File: src/rtl/shift_reg_sequencer.sv
// Command-driven controller for an 8-bit universal shift register: runs load/shift/rotate
// commands and returns the resulting contents. Optional abort input: SHIFT_SEQ_ABORT_EN.
module shift_reg_sequencer #(
  parameter int unsigned WIDTH = 8,
  parameter int unsigned CNT_W = 4
) (
  input  logic             clk,
  input  logic             reset,
  input  logic             cmd_valid,
  output logic             cmd_ready,
  input  logic [1:0]       cmd_op,
  input  logic [WIDTH-1:0] cmd_data,
  input  logic [CNT_W-1:0] cmd_count,
  input  logic             cmd_fill,
`ifdef SHIFT_SEQ_ABORT_EN
  input  logic             abort,
`endif
  output logic [1:0]       sr_mode,
  output logic [WIDTH-1:0] sr_data_in,
  output logic             sr_serial_in,
  input  logic [WIDTH-1:0] sr_data_out,
  output logic             rsp_valid,
  input  logic             rsp_ready,
  output logic [WIDTH-1:0] rsp_data,
  output logic             busy
);

  typedef enum logic [1:0] {StIdle, StRun, StCapture, StResp} state_e;

  localparam logic [1:0] OpLoad = 2'b00;
  localparam logic [1:0] OpShl  = 2'b01;
  localparam logic [1:0] OpShr  = 2'b10;
  localparam logic [1:0] OpRotl = 2'b11;

  localparam logic [1:0] ModeHold  = 2'b00;
  localparam logic [1:0] ModeLeft  = 2'b01;
  localparam logic [1:0] ModeRight = 2'b10;
  localparam logic [1:0] ModeLoad  = 2'b11;

  state_e           state_q, state_d;
  logic [1:0]       op_q, op_d;
  logic [WIDTH-1:0] data_q, data_d;
  logic             fill_q, fill_d;
  logic [CNT_W-1:0] remain_q, remain_d;
  logic [WIDTH-1:0] rsp_data_q, rsp_data_d;
  logic             abort_hit;

`ifdef SHIFT_SEQ_ABORT_EN
  assign abort_hit = abort;
`else
  assign abort_hit = 1'b0;
`endif

  always_ff @(posedge clk) begin
    if (reset) begin
      state_q    <= StIdle;
      op_q       <= OpLoad;
      data_q     <= '0;
      fill_q     <= 1'b0;
      remain_q   <= '0;
      rsp_data_q <= '0;
    end else begin
      state_q    <= state_d;
      op_q       <= op_d;
      data_q     <= data_d;
      fill_q     <= fill_d;
      remain_q   <= remain_d;
      rsp_data_q <= rsp_data_d;
    end
  end

  always_comb begin
    state_d    = state_q;
    op_d       = op_q;
    data_d     = data_q;
    fill_d     = fill_q;
    remain_d   = remain_q;
    rsp_data_d = rsp_data_q;
    unique case (state_q)
      StIdle: begin
        if (cmd_valid) begin
          op_d     = cmd_op;
          data_d   = cmd_data;
          fill_d   = cmd_fill;
          remain_d = (cmd_op == OpLoad) ? CNT_W'(1) : cmd_count;
          state_d  = (remain_d != '0) ? StRun : StCapture;
        end
      end
      StRun: begin
        remain_d = remain_q - CNT_W'(1);
        // Abort still lets this cycle's shift land; the response shows the partial result.
        if (remain_q == CNT_W'(1) || abort_hit) begin
          remain_d = '0;
          state_d  = StCapture;
        end
      end
      StCapture: begin
        rsp_data_d = sr_data_out;
        state_d    = StResp;
      end
      StResp: begin
        if (rsp_ready) state_d = StIdle;
      end
      default: state_d = StIdle;
    endcase
  end

  // Register drive decodes from latched command state only.
  always_comb begin
    sr_mode      = ModeHold;
    sr_data_in   = '0;
    sr_serial_in = 1'b0;
    if (state_q == StRun) begin
      unique case (op_q)
        OpLoad: begin
          sr_mode    = ModeLoad;
          sr_data_in = data_q;
        end
        OpShl: begin
          sr_mode      = ModeLeft;
          sr_serial_in = fill_q;
        end
        OpShr: begin
          sr_mode      = ModeRight;
          sr_serial_in = fill_q;
        end
        OpRotl: begin
          sr_mode      = ModeLeft;
          sr_serial_in = sr_data_out[WIDTH-1];
        end
        default: sr_mode = ModeHold;
      endcase
    end
  end

  assign cmd_ready = (state_q == StIdle) && !reset;
  assign busy      = (state_q != StIdle);
  assign rsp_valid = (state_q == StResp);
  assign rsp_data  = rsp_data_q;

endmodule

File: config.mk
export PLATFORM = sky130hd
export DESIGN_NAME = shift_reg_sequencer
export DESIGN_NICKNAME = d
export VERILOG_FILES = /design/src/rtl/shift_reg_sequencer.sv
export SDC_FILE = /design/constraint.sdc
export NUM_CORES = 1
export LEC_CHECK = 0
export CORE_ASPECT_RATIO = 0.6
export CORE_UTILIZATION = 44
export DETAILED_ROUTE_END_ITERATION = 7
export PLACE_DENSITY = 0.84
export SYNTH_ARGS = -nofsm -noshare
export SYNTH_HDL_FRONTEND = slang
export SYNTH_SLANG_ARGS = --single-unit
export TNS_END_PERCENT = 30
File: constraint.sdc
create_clock -name clk -period 1.6 [get_ports clk]
set_input_delay 0.24 -clock clk [delete_from_list [all_inputs] [get_ports clk]]
set_output_delay 0.24 -clock clk [all_outputs]
set_load 0.02 [all_outputs]
==> results of run 1 <==
[area by class of cell]
class,count,share of cell area [%]
multi-input cells,112,40.8
clock buffers,4,2.22
flip-flops and latches,25,25.0
repair buffers,66,28.0
inverters,8,1.48
well taps,40,2.47
[cell usage in the layout, fill, tap and decap left out, types with 2 or more instances in the layout]
master and n:
nand2_1 25, a21oi_2 2, clkbuf_8 3, nor3_1 3, inv_2 6, ha_4 3
buf_4 16, clkdlybuf4s50_1 34, dfxtp_1 21, a21oi_1 11, inv_1 2, ha_1 7
nor2_1 18, mux2i_1 9, o21ba_2 2, buf_2 12, dfxtp_2 4, o21ai_2 2
nor3_2 3, and3_1 8
[sequential cells by signal, summed over array words and instances, names as in the netlist]
name	cells
fill_q	1
data_q	8
op_q	2
remain_q	4
rsp_data	8
state_q	2
[what timing repair did]
action                     CTS  global route
pin swaps                    2             6
gates resized for setup     55            24
setup endpoints to repair   17            26
[critical path: stages (launching register included)]
cell	delay (ps)
dfxtp_2	340
buf_4	130
buf_4	140
ha_1	200
or2b_2	160
o221a_4	200
nor2_2	60
a311oi_2	260
[metrics by stage]
step / setup slack (ps) / power (W) / hold WS (ps)
after floorplan: 132 / 0.00196 / 373
after global placement: -224 / 0.00267 / 439
after detailed placement: -209 / 0.00276 / 448
after CTS: -74.8 / 0.00312 / 461
after global routing: -69.5 / 0.00350 / 484
final: -2.91 / 0.00332 / 461
[per-layer routing]
| layer | vias to the layer above | global-route usage (%) |
|---|---|---|
| li1 | 633 | - |
| met1 | 628 | 30.7 |
| met2 | 45 | 41.1 |
| met3 | 6 | 3.64 |
| met4 | 0 | 5.10 |
| met5 | - | 0 |
[cells by family after synthesis]
family                     Yosys count  synth area share [%]
and+or+nand+nor                     66                  24.8
AOI/OAI and AO/OA                   25                  13.6
DFF                                 25                  37.9
buffers and inverters               15                  5.21
adders and majority gates           11                  10.4
muxes                               10                  7.96
[power breakdown]
part,internal [W],switching [W]
clock,0.000178,0.000205
sequential,0.000777,0.000115
combinational,0.00101,0.00103
total,0.00197,0.00135
[worst min path at each step]
| stage | startpoint | end | slack (ps) | cells after the start |
|---|---|---|---|---|
| 3_5_place_dp | data_q[4]$_SDFFE_PP0P_ | data_q[4]$_SDFFE_PP0P_ | 450 | 2 |
| 4_1_cts | data_q[4]$_SDFFE_PP0P_ | data_q[4]$_SDFFE_PP0P_ | 460 | 2 |
| 2_1_floorplan | cmd_data[7] | data_q[7]$_SDFFE_PP0P_ | 370 | 2 |
| 5_1_grt | data_q[4]$_SDFFE_PP0P_ | data_q[4]$_SDFFE_PP0P_ | 480 | 2 |
| 3_3_place_gp | data_q[1]$_SDFFE_PP0P_ | data_q[1]$_SDFFE_PP0P_ | 440 | 2 |
| 6_report | data_q[6]$_SDFFE_PP0P_ | data_q[6]$_SDFFE_PP0P_ | 460 | 2 |
==> results.txt, run 1 <==
The die height is roughly 44 um. The area of the die came out at 3230 um2. The via count of the first global-routing pass is ~1300. The cell area after layout is 2030 um2. The average vias per placed instance is 5.15. The total leakage power is 0.871 nW. Power spread over the standard cell area amounts to between 1500 and 2000 nW/um2. The final weighted congestion in routability-driven placement is 0.841. The violation count after the first detailed-route iteration is 107.

The final core utilization came out at 76.1%. In this run the critical register-to-register path is launched from state_q[0]$_SDFFE_PP0P_. The synthesized flop and latch total came out at 25.

The endpoint identified for the worst register-to-register timing path is state_q[1]$_SDFFE_PP0P_. The share of synthesized flip-flops with an asynchronous set or reset came out at 0%. The worst-case IR drop observed on VDD is approximately 0.92 mV.

By area the synthesized netlist is led by dfxtp_1, ha_1, nand2_1. The largest net degree at the start of global routing came out at 25. The die boundary width came out at 72.7 um. The number of antenna violations at the first check in global routing was 0.

The met3 wire length is roughly 180 um. The number of pins exceeding their max-slew limit in the final report came out at 0. The total length of routed wires came out at between 3 and 4 mm. The worst pin sits at a relative slew slack of about four fifths.

The number of cells on the worst reg-to-reg path is 7. The area taken by flip-flops and latches is 505 um2. The routed length on met2 came out at approximately 1.9 mm. The final net count came out at 254. The most critical setup path has its endpoint at state_q[1]$_SDFFE_PP0P_. The placement row count is 14. The post-synthesis to final-layout area growth came out at 53.5%.

The sequential fraction of the synthesis area came out at a little under two fifths. The netlist uses 32 different library cells. The leftover overflow at the end of global routing is 0. The worst register-to-register path has a setup slack of -3 ps. In the synthesized netlist the dominant register cell turns out to be dfxtp_1.

The standard cell area after detailed placement came out at just under 2000 um2. The start point of the critical path is state_q[0]$_SDFFE_PP0P_. In this run the worst hold path is classified as flip-flop to flip-flop.

The routed design could run at a clock period as short as 1600 ps. The most frequent cell after synthesis is nand2_1. The worst path arrival time is 1770 ps. The maximum fanout count along the critical path is 4.

The total routing usage reported by global routing is 23.4%. The post-detailed-route count of antenna-violating nets came out at 0. The instance count after placement with tap cells included is ~250. The data required time at the worst endpoint is approximately 1800 ps. The worst setup path is launched from a flip-flop.

The global-route wire length before repair is ~5.6 mm. The maximum count of clock buffers along a single path is 2. The detail-routed net length per standard cell came out at 14.8 um. The filler-free cell count of the finished design came out at 255. The sum of negative setup slack is -2.91 ps. The checks that failed: negative setup slack.

The synthesized area divided by synthesized cell count is 8.68 um2. The repair_antennas step left the layout with diodes totalling 0. The net count of the mapped netlist is 190.

The synthesized design spends more area on one cell type than any other, namely dfxtp_1. Setup repair after global routing could not meet its margin everywhere. Across all setup checks in the final design, the least slack found is -2.91 ps. TritonCTS built the clock tree. After filler insertion, the fill cell instance count of the layout stands at 190. The commonest cells after synthesis are nand2_1, dfxtp_1, nor2_1.

The initial core utilization came out at 49.6%. The count of unresolved DRC violations after routing came out at 0. The area of the core is 2660 um2. The share of cells above drive strength 1 is 32.1%. The final-report hold violation count came out at 0.

The register clock-pin slew on the reported worst setup and hold paths came out at 90 ps. The clock sink count is 25. The number of primary I/O pins came out at 49. The iteration count of the initial detailed-routing pass is 4. The number of flops mapped to enable cells by yosys came out at 0. The fraction of post-synthesis cell area in the top cell type by area is 37.9%. The post-CTS setup buffer count is 0. The post-route clock skew came out at 4.73 ps. The count of hold-fix buffers inserted at cts is 0.

The run finished, with violations left. The detailed router put a total of 1.67 mm of wire on met1. The TritonCTS buffer count is 3.

By startpoint and endpoint, the worst setup path is classified as flip-flop to flip-flop. The via total after detailed routing came out at ~1300. The top routing layer in use is met4. At the later pin of the worst-skew pair, clock insertion delay measures about 270 ps. The slew at the pin closest to its max-slew limit is approximately 290 ps. The achievable frequency came out at 0.624 GHz. The multi-input combinational cells in the finished layout cover a total of 827 um2. The final setup violation count came out at 1. The cell area after synthesis is 1320 um2. The number of warning messages in the yosys log came out at 0.

The estimated wirelength of the detail-placed design came out at 2.74 mm. In the finished design, the share of the clock period the worst path needs comes to 100%. Clock tree synthesis selected as its root buffer the cell clkbuf_8. In this run the tool buffered the top-level ports with 48 buffer cells. The number of instances in the synthesized netlist came out at between 150 and 200. STA classifies the critical path endpoint as a flip-flop. The H-tree depth reported by CTS came out at 1.

Across the run, the number of max-cap violations was 0.
No activity file was read; power rests on OpenSTA's default activity.
==> run 2: changes to the inputs <==
--- a/config.mk
+++ b/config.mk
@@ -8,7 +8,8 @@
 export CORE_ASPECT_RATIO = 0.6
 export CORE_UTILIZATION = 44
 export DETAILED_ROUTE_END_ITERATION = 7
-export PLACE_DENSITY = 0.84
+export PLACE_DENSITY = 0.78
+export REMOVE_ABC_BUFFERS = 1
 export SYNTH_ARGS = -nofsm -noshare
 export SYNTH_HDL_FRONTEND = slang
 export SYNTH_SLANG_ARGS = --single-unit
==> run 2 against run 1 <==
- the run still ends with negative setup slack left
- register-to-register slack about the same
- hold slack better by 2.1 ps
- combinational power is essentially flat
- final area grew 0.49%
- clock power grew 1%
- global-route usage is 1.2 points higher
- wire length increased by 3.2%
- via count grew 1.8%
- utilization up 0.38 points
- non-clock buffer count up 1
==> results.txt, run 2 (same netlist as run 1, synthesis figures left out) <==
The die boundary width is 72.7 um (unchanged). Setup repair after global routing missed its margin: yes (unchanged). The root buffer cell is clkbuf_8 (unchanged). The sum of negative setup slack came out at -190 ps (was -2.91 ps). The number of inserted diodes came to 0 (unchanged). The number of antenna violations at the first check in global routing is 0 (unchanged). The post-detailed-route count of antenna-violating nets is 0 (unchanged). The critical path capture point type is a primary output (was flip-flop).

The start-to-end type of the worst setup path was flip-flop to primary output (was flip-flop to flip-flop). The filler-free cell count of the finished design came to 256 (was 255). Violated checks: negative setup slack (unchanged). The average vias per placed instance came out at 5.21 (was 5.15).

The maximum count of clock buffers along a single path is 2 (unchanged). The leftover overflow at the end of global routing was 0 (unchanged). The area used by multi-input combinational logic is 811 um2 (was 827 um2). The via total after detailed routing came out at 1335 (was 1312).

The fraction of power consumed by sequential logic came to 27.0% (was 26.9%). The clock sink count is 25 (unchanged). The setup slack on the worst flop-to-flop path is 10 ps (was -3 ps). The die height came out at 44.4 um (unchanged).

The number of primary I/O pins came out at 49 (unchanged). The total leakage power was 0.872 nW (was 0.871 nW). Commonest cells after routing, fill and taps aside: clkdlybuf4s50_1, nand2_1, dfxtp_1, buf_4, nor2_1 (was clkdlybuf4s50_1, nand2_1, dfxtp_1, nor2_1, buf_4). The instance count after placement with tap cells included is 249 (was 251). The met2 layer usage reported by global route came to 39.6% (was 41.1%). The achievable frequency came out at 0.606 GHz (was 0.624 GHz). The net switching power came out at 0.00137 W (was 0.00135 W). The most utilized layer in the global route result is met2 (unchanged). The data required time at the worst endpoint is 1360 ps (was 1770 ps). The peak ir drop on the vdd network came out at 0.728 mV (was 0.919 mV). The global-route wire length before repair came out at 5.88 mm (was 5.64 mm). The estimated wirelength of the detail-placed design is 2.75 mm (was 2.74 mm). The max-cap violation count came out at 0 (unchanged). The post-synthesis to final-layout area growth is 54.2% (was 53.5%).

The shortest clock period the worst path allows after layout was 1650 ps (was 1600 ps). The count of unresolved DRC violations after routing is 0 (unchanged). The met3 global-route usage is 5.69% (was 3.64%). The final worst slack is -50.1 ps (was -2.91 ps). The share of cells above drive strength 1 came out at 31.9% (was 32.1%). The area of the core came out at 2660 um2 (unchanged). The final setup violation count came out at 8 (was 1). The maximum fanout count along the critical path is 5 (was 4). The TritonCTS buffer count is 3 (unchanged). The most frequent standard cell in the layout excluding fill and tap cells is clkdlybuf4s50_1 (unchanged). The detail-routed net length per standard cell is 15.2 um (was 14.8 um). The filler cell count in the final layout is 182 (was 190).

The worst path arrival time came out at 1410 ps (was 1770 ps). The via count of the first global-routing pass is 1212 (was 1259). The placement row count is 14 (unchanged). The power share of the clock group came out at 11.7% (was 11.5%). The H-tree depth reported by CTS is 1 (unchanged).

The final-report hold violation count is 0 (unchanged). The initial core utilization is 49.6% (unchanged). The met1 track utilization from global routing was 34.4% (was 30.7%). The number of pins exceeding their max-slew limit in the final report is 0 (unchanged). The register clock-pin slew on the reported worst setup and hold paths is 90 ps (about the same). The final net count is 255 (was 254). Result of the run: finished with violations (unchanged).

The total routing usage reported by global routing came out at 24.5% (was 23.4%). The proportion of power drawn by combinational gates came out at 61.4% (was 61.6%). The later-pin clock latency in the skew report came out at 270 ps (about the same).

The internal portion of total power came out at 0.00195 W (was 0.00197 W). The worst slack at placement is -231 ps (was -209 ps). The largest net degree at the start of global routing is 26 (was 25). The TritonCTS clock tree was built (unchanged). The worst slew slack as a fraction of its limit is 71.8% (was 80.9%). The power density over the cells is 1630 nW/um2 (was 1640 nW/um2). The class of the worst hold path is flip-flop to flip-flop (unchanged).

The kind of launch point of the worst setup path is a flip-flop (unchanged). The overall power is 0.00331 W (was 0.00332 W). The slew at the pin closest to its max-slew limit came out at 421 ps (was 286 ps). The post-route clock skew is 1.16 ps (was 4.73 ps). The final weighted congestion in routability-driven placement came to 0.783 (was 0.841). The number of port buffers is 48 (unchanged). The switching power as a share of total power is 41.2% (was 40.7%). The area of the die is 3230 um2 (unchanged). The violation count after the first detailed-route iteration is 73 (was 107). The iteration count of the initial detailed-routing pass came out at 4 (unchanged).

The post-route clock period utilization is 103% (was 100%). The total length of routed wires is 3.90 mm (was 3.78 mm). The area taken by flip-flops and latches came out at 505 um2 (unchanged).
==> run 2: per-stage QoR <==
step                cell area [um2]  utilization, %  hold slack, ps
finish                         2040            76.5             463
global route                   2040            76.5             486
CTS                            1960            73.5             458
detailed placement             1940            73.0             446
global placement               1940            73.0             439
floorplan                      1280               -             302
==> run 2: worst paths after layout <==
path	start	depth (start not counted)	to
max	state_q[0]$_SDFFE_PP0P_	5	sr_data_in[3]
min	data_q[2]$_SDFFE_PP0P_	2	data_q[2]$_SDFFE_PP0P_
max reg2reg	state_q[0]$_SDFFE_PP0P_	7	state_q[1]$_SDFFE_PP0P_
min reg2reg	data_q[2]$_SDFFE_PP0P_	2	data_q[2]$_SDFFE_PP0P_
==> run 2: timing repair <==
action,CTS,global route
hold buffers,0,0
pin swaps,1,5
endpoints found under the setup margin,15,30
buffers inserted,0,3
gates resized for setup,60,20
==> run 2: routing by layer <==
metal  part of all wire, %  wire length, um  vias up
li1                      -                -      638
met4                  0.90               35        0
met5                     0                0        -
met2                    47             1820       56
met3                   6.1              240        6
met1                    46             1810      635
==> run 2: final cells by class <==
class / instances / area share (%)
flip-flops and latches: 25 / 24.8
multi-input cells: 112 / 39.8
well taps: 40 / 2.46
clock inverters: 1 / 0.246
inverters: 8 / 1.48
clock buffers: 3 / 2.03
repair buffers: 67 / 29.1
==> run 2: worst max-delay path, cell delays in order (launching register included) <==
cell     delay, ps
dfxtp_2        330
buf_4          140
ha_4           180
buf_4          150
and3_1         170
buf_2          160
==> run 2: power by group through the flow <==
stage          Clock (W)  Sequential [W]  Combinational (W)
2_1_floorplan          0        0.000927            0.00101
3_3_place_gp           0        0.000878            0.00181
3_5_place_dp           0        0.000887            0.00187
4_1_cts         0.000380        0.000885            0.00186
5_1_grt         0.000407        0.000911            0.00218
6_report        0.000387        0.000893            0.00203
==> run 3: changes to the inputs <==
--- a/config.mk
+++ b/config.mk
@@ -5,6 +5,7 @@
 export SDC_FILE = /design/constraint.sdc
 export NUM_CORES = 1
 export LEC_CHECK = 0
+export ABC_AREA = 0
 export CORE_ASPECT_RATIO = 0.6
 export CORE_UTILIZATION = 44
 export DETAILED_ROUTE_END_ITERATION = 7
==> results of run 3 <==
The final DEF is identical to that of run 2; final timing and power are the same.
